`src/rtl/io_pkg.sv`:
```
// ============================================================================
//  Module      : io_pkg
//  Description : Shared widths and I/O address map for the input/output ports.
//  Revision    : 1.0 - initial release
// ============================================================================
`default_nettype none

package io_pkg;

    localparam int IO_DATA_W = 32;
    localparam int IO_SEL_W  = 6;

    // Word selects, i.e. addr[7:2] of byte addresses 0xC0 and 0xC4.
    localparam logic [IO_SEL_W-1:0] IO_IN0_SEL = 6'b110000;
    localparam logic [IO_SEL_W-1:0] IO_IN1_SEL = 6'b110001;

    typedef enum logic [1:0] {
        IO_SRC_NONE  = 2'd0,
        IO_SRC_PORT0 = 2'd1,
        IO_SRC_PORT1 = 2'd2
    } io_src_e;

endpackage : io_pkg

`default_nettype wire

```
`src/rtl/io_input_mux_if.sv`:
```
// ============================================================================
//  Module      : io_input_mux_if
//  Description : Port bundle between the input-port registers and the read mux.
//                addr_hit exists only when IO_INPUT_MUX_HIT_EN is defined.
//  Revision    : 1.0 - initial release
// ============================================================================
`default_nettype none

interface io_input_mux_if #(
    parameter int DATA_W = 32,
    parameter int SEL_W  = 6
);

    logic [DATA_W-1:0] in_reg0;
    logic [DATA_W-1:0] in_reg1;
    logic [SEL_W-1:0]  sel_addr;
    logic [DATA_W-1:0] io_read_data;
`ifdef IO_INPUT_MUX_HIT_EN
    logic              addr_hit;
`endif

    modport master (
        output in_reg0,
        output in_reg1,
        output sel_addr,
`ifdef IO_INPUT_MUX_HIT_EN
        input  addr_hit,
`endif
        input  io_read_data
    );

    modport slave (
        input  in_reg0,
        input  in_reg1,
        input  sel_addr,
`ifdef IO_INPUT_MUX_HIT_EN
        output addr_hit,
`endif
        output io_read_data
    );

endinterface : io_input_mux_if

`default_nettype wire

```
`src/rtl/io_input_mux.sv`:
```
// ============================================================================
//  Module      : io_input_mux
//  Description : Registered read-data selector for the memory-mapped input
//                ports. Optional registered addr_hit via IO_INPUT_MUX_HIT_EN.
//  Revision    : 1.0 - initial release
// ============================================================================
`default_nettype none

module io_input_mux
    import io_pkg::*;
#(
    parameter int                DATA_W    = IO_DATA_W,
    parameter int                SEL_W     = IO_SEL_W,
    parameter logic [SEL_W-1:0]  PORT0_SEL = IO_IN0_SEL,
    parameter logic [SEL_W-1:0]  PORT1_SEL = IO_IN1_SEL
) (
    input  wire logic     io_clk,
    input  wire logic     reset,
    io_input_mux_if.slave bus
);

    io_src_e           src;
    logic [DATA_W-1:0] io_read_data_d;
    logic [DATA_W-1:0] io_read_data_q;

    // Full-width compare; the first matching item wins, so port 0 takes
    // priority if both selects are configured identically. X/Z selects
    // match neither item and fall to the zero default.
    always_comb begin
        src = IO_SRC_NONE;
        case (bus.sel_addr)
            PORT0_SEL: src = IO_SRC_PORT0;
            PORT1_SEL: src = IO_SRC_PORT1;
            default:   src = IO_SRC_NONE;
        endcase
    end

    always_comb begin
        io_read_data_d = '0;
        case (src)
            IO_SRC_PORT0: io_read_data_d = bus.in_reg0;
            IO_SRC_PORT1: io_read_data_d = bus.in_reg1;
            default:      io_read_data_d = '0;
        endcase
    end

    always_ff @(posedge io_clk or posedge reset) begin
        if (reset) begin
            io_read_data_q <= '0;
        end else begin
            io_read_data_q <= io_read_data_d;
        end
    end

    assign bus.io_read_data = io_read_data_q;

`ifdef IO_INPUT_MUX_HIT_EN
    logic addr_hit_d;
    logic addr_hit_q;

    always_comb begin
        addr_hit_d = (src != IO_SRC_NONE);
    end

    always_ff @(posedge io_clk or posedge reset) begin
        if (reset) begin
            addr_hit_q <= 1'b0;
        end else begin
            addr_hit_q <= addr_hit_d;
        end
    end

    assign bus.addr_hit = addr_hit_q;
`endif

endmodule : io_input_mux

`default_nettype wire

```
`src/flat_wrapper.sv`:
```
// flat-port wrapper written by rule: the top's interface ports become plain ports
module io_input_mux_flat import io_pkg::*;
#(
    parameter int                DATA_W    = IO_DATA_W,
    parameter int                SEL_W     = IO_SEL_W,
    parameter logic [SEL_W-1:0]  PORT0_SEL = IO_IN0_SEL,
    parameter logic [SEL_W-1:0]  PORT1_SEL = IO_IN1_SEL
)
  (io_clk, reset, bus_in_reg0, bus_in_reg1, bus_sel_addr, bus_io_read_data);
  io_input_mux_if #(.DATA_W(DATA_W), .SEL_W(SEL_W)) bus_i ();
  input  wire logic io_clk;
  input  wire logic reset;
  input wire logic [$bits(bus_i.in_reg0)-1:0] bus_in_reg0;
  input wire logic [$bits(bus_i.in_reg1)-1:0] bus_in_reg1;
  input wire logic [$bits(bus_i.sel_addr)-1:0] bus_sel_addr;
  output wire logic [$bits(bus_i.io_read_data)-1:0] bus_io_read_data;
  assign bus_i.in_reg0 = bus_in_reg0;
  assign bus_i.in_reg1 = bus_in_reg1;
  assign bus_i.sel_addr = bus_sel_addr;
  assign bus_io_read_data = bus_i.io_read_data;
  io_input_mux #(.DATA_W(DATA_W), .SEL_W(SEL_W), .PORT0_SEL(PORT0_SEL), .PORT1_SEL(PORT1_SEL)) u_core (.io_clk(io_clk), .reset(reset), .bus(bus_i));
endmodule
```
`config.mk`:
```
export PLATFORM = sky130hd
export DESIGN_NAME = io_input_mux_flat
export DESIGN_NICKNAME = d
export VERILOG_FILES = /design/src/rtl/io_pkg.sv /design/src/rtl/io_input_mux_if.sv /design/src/rtl/io_input_mux.sv /design/src/flat_wrapper.sv
export SDC_FILE = /design/constraint.sdc
export NUM_CORES = 1
export LEC_CHECK = 0
export ABC_AREA = 1
export CAP_MARGIN = 20
export CORE_UTILIZATION = 37
export DETAILED_ROUTE_END_ITERATION = 7
export HOLD_SLACK_MARGIN = 0.02
export PLACE_DENSITY = 0.92
export SKIP_LAST_GASP = 1
export SYNTH_ARGS = -nofsm -noshare
export SYNTH_HDL_FRONTEND = slang
export SYNTH_SLANG_ARGS = --single-unit
```
`constraint.sdc`:
```
create_clock -name io_clk -period 2.5 [get_ports io_clk]
set_clock_uncertainty 0.15 [all_clocks]
set_input_delay 0.5 -clock io_clk [delete_from_list [all_inputs] [get_ports io_clk]]
set_output_delay 0.5 -clock io_clk [all_outputs]
set_load 0.005 [all_outputs]
```
==> flow_summary_export.csv, run 1 <==
group,metric,value,unit
cts,post_cts.repair.setup_buffers,0,
sta,timing.final.hold_violations,0,
sta,worst_slew_pin_slew,0.3940,ns
drt,routed-wl-met2,2213,microns
cts,clockRootBuffer,"sky130_fd_sc_hd__clkbuf_8",
synth,synthDominantCellAreaShare,0.5498,
cts,postCtsResizedCells,0,
cells_and_area,design.final.nets,333,
job,drv_cap,0,
worst_setup_path,critPathMostFrequentCell,"sky130_fd_sc_hd__nor2_1",
sta,period_minus_slack,1.901,ns
sta,setup_violations,0,
cells_and_area,n_fill_cell,288,
drt,detail-route-antenna-nets,0,
synth,netlist_area,1456,sq um
sta,timing_max_transition_violations_final,0,
worst_setup_path,worstPathCellList,"clkdlybuf4s50_1, nor2_1, nand2_1, nor2_1, ha_2, buf_12, a21oi_1",
pwr,finalPower,1065,uW
drt,wl_met3,241,microns
drt,vias_per_cell,4.623,
cts,path_clk_slew,0.07,ns
cells_and_area,areaGrowthSynthToFinish,81.19,%
synth,sequential_area_share_after_synthesis,0.5498,
floorplanning,floorplan.die_area,4191,sq um
placed_design,hpwl,3041,microns
pwr,power.ir.vdd_worst,0.2138,mV
pwr,power_density,403.7,nW/um^2
sta,fin_setup_tns,0,ns
global_routing,grt_antenna_before_repair,0,
drt,met1Wirelength,1544,microns
placed_design,gp_congestion,0.7192,
sta,period_share,0.7605,
cts,cts_tree,"yes",
synth,postSynthCellCount,153,
sta,achievable-frequency,0.5260,GHz
floorplanning,initial_core_util,0.3919,
drt,drt-total-wl,4063,microns
synth,synth.area.top_cells,"sky130_fd_sc_hd__dfrtp_1, sky130_fd_sc_hd__a21oi_2, sky130_fd_sc_hd__nand2_1",
drt,highest_layer,"met4",
floorplanning,rows,22,
sta,final_worst_setup_slack,0.5988,ns
worst_setup_path,cp_max_fo,32,
worst_setup_path,cp_num_buf_inv,2,
sta,relSlewSlack,0.7374,
global_routing,groute.usage.overall,0.2113,
outcome,status,"finished clean",
synth,netlist-cell-type-count,11,
cts,cts_max_path_buffers,2,
worst_setup_path,required,2.55,ns
cts,cts_num_sinks,32,
drt,drc,0,
worst_setup_path,timing_worst_setup_path_type,"primary input to flip-flop",
floorplanning,die_width,64.74,microns
worst_setup_path,slowest_delay,0.40,ns
worst_setup_path,timing.critical_path.slowest_stage_cell,"sky130_fd_sc_hd__clkdlybuf4s50_1",
placed_design,dp_worst_setup_slack,0.2941,ns
global_routing,via_count_of_the_first_global_routing_pass,1440,
cts,holdBufCountCts,0,
synth,yosys_warnings,0,
worst_hold_path,hold_path.class,"primary input to async pin",
drt,vias,1424,
drt,drt_first_pass_iters,4,
worst_setup_path,cpLargestDelayFamily,"buffers and inverters",
global_routing,overflow,0,
drt,drt-wirelength-per-cell,13.19,microns
synth,ys_seq_elements,32,
worst_setup_path,worst-endpoint-arrival,1.95,ns
floorplanning,core-area,3716,sq um
synth,postSynthAreaPerCell,9.519,sq um
cells_and_area,antenna_cells,0,
cells_and_area,drive_gt1_frac,0.1654,
placed_design,port_buffers,103,
cts,numCtsBuffers,5,
cts,clock_tree.htree_level_count,2,
drt,initialDrtViolationCount,52,
floorplanning,top_level_ports,104,
cells_and_area,number_of_flip_flops_under_the_largest_register_name,32,
synth,synth.largest_area_cell,"sky130_fd_sc_hd__dfrtp_1",
pwr,total_leakage_power,0.0009906,uW
synth,synthesis.nets,227,
global_routing,grt_start_max_net_pins,33,
floorplanning,chipHeight,64.74,microns
worst_setup_path,critical_path.endpoint_type,"flip-flop",
worst_setup_path,start_kind,"primary input",
global_routing,grt_pass1_wl,6527,microns
sta,grt_setup_unrepaired,"false",
==> layout by cell type (no fill, tap or decap), drive strengths merged <==
| cell | netlist | layout |
|---|---|---|
| a21oi | 32 | 32 |
| buf | 9 | 5 |
| clkbuf | 0 | 6 |
| clkdlybuf4s50 | 0 | 103 |
| clkinv | 0 | 2 |
| dfrtp | 32 | 32 |
| ha | 2 | 2 |
| inv | 4 | 4 |
| nand2 | 67 | 67 |
| nand3 | 2 | 2 |
| nor2 | 5 | 5 |
==> tightest hold or removal path: cells and delay by family <==
kind | cells | cell delay, ns
buf+inv | 3 | 0.80
==> final cells by class <==
class / count / area, sq um / area share
Timing Repair Buffer: 108 / 1094 / 0.4144
Sequential cell: 32 / 800.8 / 0.3035
Multi-Input combinational cell: 108 / 576.8 / 0.2186
Clock buffer: 6 / 82.58 / 0.03129
Tap cell: 48 / 60.06 / 0.02276
Inverter: 4 / 15.01 / 0.005690
Clock inverter: 2 / 10.01 / 0.003793
==> logic make-up after synthesis <==
family | count (synthesis) | share of synthesized area
simple gates | 74 | 0.1924
compound gates | 32 | 0.1847
flops | 32 | 0.5498
buf+inv | 13 | 0.05584
fa+ha+maj | 2 | 0.01718
==> report_power, final <==
part | internal [uW] | leakage (uW) | switching, uW
clock network | 219 | 0.0000510 | 184
registers | 518 | 0.000447 | 0.0947
logic | 103 | 0.000492 | 40.5
total | 840 | 0.000991 | 225
==> Yosys cell counts <==
master / n
sky130_fd_sc_hd__nand2_1: 67
sky130_fd_sc_hd__dfrtp_1: 32
sky130_fd_sc_hd__a21oi_2: 29
sky130_fd_sc_hd__buf_2: 5
sky130_fd_sc_hd__nor2_1: 5
sky130_fd_sc_hd__inv_1: 4
sky130_fd_sc_hd__a21oi_1: 3
sky130_fd_sc_hd__buf_6: 3
sky130_fd_sc_hd__ha_1: 2
sky130_fd_sc_hd__nand3_1: 2
sky130_fd_sc_hd__buf_4: 1
==> worst paths after layout <==
path / startpoint / to / slack (ns) / cells after the start
worst max-delay path: bus_sel_addr[3] / u_core.bus.io_read_data[18] / 0.60 / 7
worst min-delay path: reset / u_core.bus.io_read_data[15] / 0.46 / 3
max in group asynchronous: reset / u_core.bus.io_read_data[6] / 1.45 / 3
min in group io_clk: bus_in_reg1[21] / u_core.bus.io_read_data[21] / 0.62 / 3
==> through the flow <==
stage	hold slack (ns)	cells	util	area [sq um]
2_1_floorplan	0.4662	153	-	1456
3_5_place_dp	0.7778	300	0.6852	2546
5_1_grt	0.4997	308	0.7101	2639
3_3_place_gp	0.7615	300	0.6852	2546
4_1_cts	0.4704	308	0.7101	2639
6_report	0.4604	308	0.7101	2639
==> layer usage <==
layer	vias up	GRT usage
met1	661	0.2074
met5	-	0
li1	693	-
met3	8	0.07042
met4	0	0.08889
met2	62	0.3971
Note: power is estimated with default switching activity, not from simulation.
==> run 2, diff against run 1 <==
CORE_UTILIZATION = 34   (was 37)
PLACE_DENSITY = 0.86   (was 0.92)
clock period = 1.85 ns   (was 2.5 ns; I/O delays follow)
==> run 2 against run 1 <==
Worst setup slack worse by 0.46 ns. Final cell count rose by 1.3%. Die area is 8.5% higher. Highest routed layer unchanged.
==> flow_summary_export.csv, run 2 (synthesized netlist as in run 1, its figures left out) <==
group,metric,value,unit
worst_setup_path,required,1.87,ns
floorplanning,core-area,4058,sq um
floorplanning,initial_core_util,0.3589,
drt,detail-route-antenna-nets,0,
drt,vias_per_cell,4.436,
cts,cts_max_path_buffers,2,
cells_and_area,design.final.nets,335,
worst_setup_path,start_kind,"primary input",
placed_design,postPlaceCellArea,2601,sq um
cells_and_area,antenna_cells,0,
global_routing,via_count_of_the_first_global_routing_pass,1379,
cells_and_area,drive_gt1_frac,0.1756,
drt,drc,0,
sta,timing.final.hold_violations,0,
cells_and_area,areaGrowthSynthToFinish,84.79,%
worst_hold_path,hold_path.class,"primary input to async pin",
pwr,total_leakage_power,0.001008,uW
drt,vias,1384,
floorplanning,chipHeight,67.45,microns
sta,setup_violations,0,
cts,post_cts.repair.setup_buffers,0,
worst_setup_path,critical_path.endpoint_type,"flip-flop",
worst_setup_path,worst-endpoint-arrival,1.72,ns
floorplanning,die_width,67.45,microns
worst_setup_path,timing_worst_setup_path_type,"primary input to flip-flop",
placed_design,gp_congestion,0.7349,
cts,clock_tree.htree_level_count,2,
placed_design,port_buffers,103,
cells_and_area,final_cell_area,2691,sq um
placed_design,hpwl,2968,microns
job,drv_cap,0,
drt,drt-total-wl,3898,microns
worst_setup_path,cp_max_fo,16,
outcome,status,"finished clean",
cts,path_clk_slew,0.07,ns
sta,worst_slew_pin_slew,0.4008,ns
pwr,power_density,526.5,nW/um^2
sta,relSlewSlack,0.7328,
sta,achievable-frequency,0.5854,GHz
drt,drt-wirelength-per-cell,12.49,microns
global_routing,groute.usage.overall,0.1874,
sta,fin_setup_tns,0,ns
cts,clockRootBuffer,"sky130_fd_sc_hd__clkbuf_8",
floorplanning,rows,23,
pwr,power.ir.vdd_worst,0.3946,mV
drt,drt_first_pass_iters,4,
floorplanning,floorplan.die_area,4550,sq um
sta,grt_setup_unrepaired,"false",
global_routing,grt_antenna_before_repair,0,
cts,numCtsBuffers,5,
cts,holdBufCountCts,0,
cts,cts_num_sinks,32,
cells_and_area,mostFrequentLayoutCell,"sky130_fd_sc_hd__clkdlybuf4s50_1",
cts,postCtsResizedCells,0,
cells_and_area,n_fill_cell,338,
cts,cts_tree,"yes",
drt,initialDrtViolationCount,82,
cells_and_area,number_of_flip_flops_under_the_largest_register_name,32,
global_routing,grt_start_max_net_pins,33,
global_routing,grt_pass1_wl,6244,microns
floorplanning,top_level_ports,104,
global_routing,overflow,0,
sta,period_share,0.9233,
cells_and_area,mostFrequentLayoutCells,"sky130_fd_sc_hd__clkdlybuf4s50_1, sky130_fd_sc_hd__nand2_1, sky130_fd_sc_hd__dfrtp_1, sky130_fd_sc_hd__a21oi_2",
sta,timing_max_transition_violations_final,0,
sta,period_minus_slack,1.708,ns
run 2: changes by cell type in the layout (fill, tap and decap cells not counted):
| cell | before | now |
|---|---|---|
| sky130_fd_sc_hd__buf_12 | 2 | 5 |
| sky130_fd_sc_hd__buf_4 | 3 | 2 |
| sky130_fd_sc_hd__clkbuf_8 | 6 | 5 |
| sky130_fd_sc_hd__clkinv_4 | 0 | 1 |
| sky130_fd_sc_hd__nor2_1 | 5 | 4 |
| sky130_fd_sc_hd__nor2_2 | 0 | 1 |
run 2: metal layers:
metal  share of wire  vias up  track usage
met5               0        -            0
met4          0.0046        0      0.03989
met3           0.095        2      0.06926
met2            0.52       62       0.3475
met1            0.38      622       0.2004
li1                -      698            -
run 2: final cells by class:
class,instances,area [sq um],share of cell area
timing repair buffer,110,1146,0.4258
sequential,32,800.8,0.2975
multi-input combinational,108,579.3,0.2152
clock buffer,5,68.82,0.02557
tap,50,62.56,0.02325
clock inverter,3,18.77,0.006974
inverter,4,15.01,0.005579
run 2: through the flow:
| stage | util | cells | total power (uW) | hold WS (ns) | worst slack, ns |
|---|---|---|---|---|---|
| floorplan | - | 153 | 745.0 | 0.3362 | 0.2971 |
| global placement | 0.6411 | 304 | 909.2 | 0.6325 | -0.1369 |
| detailed placement | 0.6411 | 304 | 909.9 | 0.6418 | -0.1677 |
| CTS | 0.6627 | 312 | 1439 | 0.3476 | 0.1151 |
| global route | 0.6633 | 312 | 1480 | 0.3924 | 0.01147 |
| finish | 0.6633 | 312 | 1417 | 0.3310 | 0.1418 |
run 2: worst max-delay path by stage:
stage                          startpoint                           to  slack (ns)
after floorplan           bus_sel_addr[3]  u_core.bus.io_read_data[11]        0.30
after global placement    bus_sel_addr[0]  u_core.bus.io_read_data[21]       -0.14
after detailed placement  bus_sel_addr[3]  u_core.bus.io_read_data[15]       -0.17
after CTS                 bus_sel_addr[3]  u_core.bus.io_read_data[15]        0.12
after global routing      bus_sel_addr[0]  u_core.bus.io_read_data[31]        0.01
final                     bus_sel_addr[0]  u_core.bus.io_read_data[21]        0.14
run 2: power by group:
group          total [uW]  switching (uW)  internal (uW)
combinational         196            53.5            142
clock                 521             259            262
sequential            700           0.124            700
run 2: critical path, stage by stage:
cell and delay (ns):
sky130_fd_sc_hd__clkdlybuf4s50_1 0.47, sky130_fd_sc_hd__inv_1 0.04, sky130_fd_sc_hd__nor2_1 0.11, sky130_fd_sc_hd__nand3_1 0.10, sky130_fd_sc_hd__ha_2 0.40, sky130_fd_sc_hd__buf_12 0.18, sky130_fd_sc_hd__a21oi_1 0.05
==> run 3, diff against run 2 <==
GPL_TIMING_DRIVEN = 0   (was default)
SKIP_LAST_GASP = default   (was 1)
==> run 3 against run 2 <==
Non-clock buffer count is 5 higher. Die area stayed put. Utilization rose by 0.31 points. Worst setup slack worse by 0.11 ns. First-iteration DRC count is 15% lower. Fmax is 6.0% lower. Hold slack better by 0.020 ns. Clock-buffer cell count increased by 2. Sequential power about the same. Global-route usage grew 0.41 points. Combinational power increased by 2%. Largest cell class unchanged. Largest power group unchanged.
==> flow_summary_export.csv, run 3 (synthesized netlist as in run 1, its figures left out) <==
group,metric,value,unit
placed_design,hpwl,3048,microns
cells_and_area,final_cell_count_no_fill,316,
drt,vias_per_cell,4.595,
sta,period_minus_slack,1.817,ns
cells_and_area,drive_gt1_frac,0.1917,
pwr,power_density,546.2,nW/um^2
cells_and_area,mostFrequentLayoutCell,"sky130_fd_sc_hd__clkdlybuf4s50_1",
worst_hold_path,hold_path.class,"primary input to async pin",
cells_and_area,number_of_flip_flops_under_the_largest_register_name,32,
placed_design,dp.cells,307,
cts,path_clk_slew,0.07,ns
sta,period_share,0.9820,
worst_setup_path,cp_max_fo,10,
placed_design,dp_worst_setup_slack,-0.3176,ns
worst_setup_path,critical_path.endpoint_type,"flip-flop",
cells_and_area,mostFrequentLayoutCells,"sky130_fd_sc_hd__clkdlybuf4s50_1, sky130_fd_sc_hd__nand2_1, sky130_fd_sc_hd__dfrtp_1, sky130_fd_sc_hd__a21oi_2, sky130_fd_sc_hd__clkbuf_8",
floorplanning,initial_core_util,0.3589,
floorplanning,die_width,67.45,microns
drt,met1Wirelength,1508,microns
drt,highest_layer,"met4",
floorplanning,floorplan.die_area,4550,sq um
cells_and_area,final_cell_area,2704,sq um
cts,holdBufCountCts,0,
global_routing,groute.usage.overall,0.1915,
cells_and_area,antenna_cells,0,
worst_setup_path,timing_worst_setup_path_type,"primary input to flip-flop",
cells_and_area,areaGrowthSynthToFinish,85.65,%
global_routing,overflow,0,
cts,clockRootBuffer,"sky130_fd_sc_hd__clkbuf_8",
cts,cts_max_path_buffers,2,
sta,final_worst_setup_slack,0.03326,ns
global_routing,grt_start_max_net_pins,18,
global_routing,via_count_of_the_first_global_routing_pass,1412,
drt,drt-total-wl,4006,microns
global_routing,grt_antenna_before_repair,0,
worst_setup_path,worst-endpoint-arrival,1.82,ns
sta,fin_setup_tns,0,ns
drt,routed-wl-met2,1996,microns
outcome,status,"finished clean",
sta,timing.final.hold_violations,0,
drt,vias,1452,
cts,numCtsBuffers,5,
sta,achievable-frequency,0.5504,GHz
drt,drc,0,
worst_setup_path,required,1.86,ns
placed_design,port_buffers,103,
floorplanning,rows,23,
floorplanning,core-area,4058,sq um
cts,cts_num_sinks,32,
drt,drt_first_pass_iters,4,
sta,setup_violations,0,
pwr,total_leakage_power,0.001022,uW
cts,cts_tree,"yes",
cts,clock_tree.htree_level_count,2,
placed_design,postPlaceCellArea,2577,sq um
sta,grt_setup_unrepaired,"true",
pwr,power.ir.vdd_worst,0.3409,mV
floorplanning,chipHeight,67.45,microns
drt,drt-wirelength-per-cell,12.68,microns
floorplanning,top_level_ports,104,
placed_design,gp_congestion,0.6570,
global_routing,grt_pass1_wl,6230,microns
worst_setup_path,start_kind,"primary input",
job,drv_cap,0,
sta,timing_max_transition_violations_final,0,
drt,detail-route-antenna-nets,0,
drt,wl_met3,444,microns
drt,initialDrtViolationCount,70,
cells_and_area,design.final.nets,340,
sta,relSlewSlack,0.5276,
sta,worst_slew_pin_slew,0.7078,ns
==> run 3: layout make-up <==
cell class	count	area (sq um)
Sequential cell	32	800.8
Fill cell	333	1354
Timing Repair Buffer	106	1074
Multi-Input combinational cell	108	581.8
Clock buffer	7	96.34
Tap cell	50	62.56
Buffer	9	73.82
Inverter	4	15.01
==> run 3: where the power goes <==
part	switching (uW)	internal (uW)	total [uW]
Clock	246	331	577
Combinational	55.4	144	200
Sequential	0.106	700	700
Total	301	1180	1480
==> run 3: final timing paths <==
kind	start	end	slack, ns	cells past startpoint
setup / recovery	bus_sel_addr[0]	u_core.bus.io_read_data[11]	0.03	7
hold / removal	reset	u_core.bus.io_read_data[13]	0.35	2
max in group asynchronous	reset	u_core.bus.io_read_data[4]	0.67	3
min in group io_clk	bus_in_reg1[21]	u_core.bus.io_read_data[21]	0.49	3
==> run 3: layer usage <==
metal  global-route usage  vias up
met5                    0        -
met4              0.08511        0
met3              0.08277        5
met2               0.3288       65
met1               0.2019      676
li1                     -      706
==> run 3: repair_timing <==
| action | 4_1_cts | 5_1_grt |
|---|---|---|
| buffers inserted | 0 | 2 |
| setup endpoints to repair | 9 | 31 |
| pin swaps | 0 | 1 |
| resized for setup | 2 | 4 |
| gates cloned | 0 | 0 |
==> run 3: metrics by stage <==
| step | hold slack, ns | total power [uW] | utilization |
|---|---|---|---|
| finish | 0.3509 | 1477 | 0.6664 |
| global route | 0.4343 | 1536 | 0.6664 |
| CTS | 0.3788 | 1492 | 0.6602 |
| detailed placement | 0.6744 | 912.0 | 0.6352 |
| global placement | 0.7765 | 903.2 | 0.6284 |
| floorplan | 0.3362 | 745.0 | - |
==> run 3: critical path, stage by stage <==
cell and delay [ns]:
sky130_fd_sc_hd__clkdlybuf4s50_1 0.47, sky130_fd_sc_hd__inv_1 0.04, sky130_fd_sc_hd__nor2_1 0.11, sky130_fd_sc_hd__nand3_1 0.09, sky130_fd_sc_hd__ha_2 0.38, sky130_fd_sc_hd__buf_2 0.29
sky130_fd_sc_hd__a21oi_1 0.07
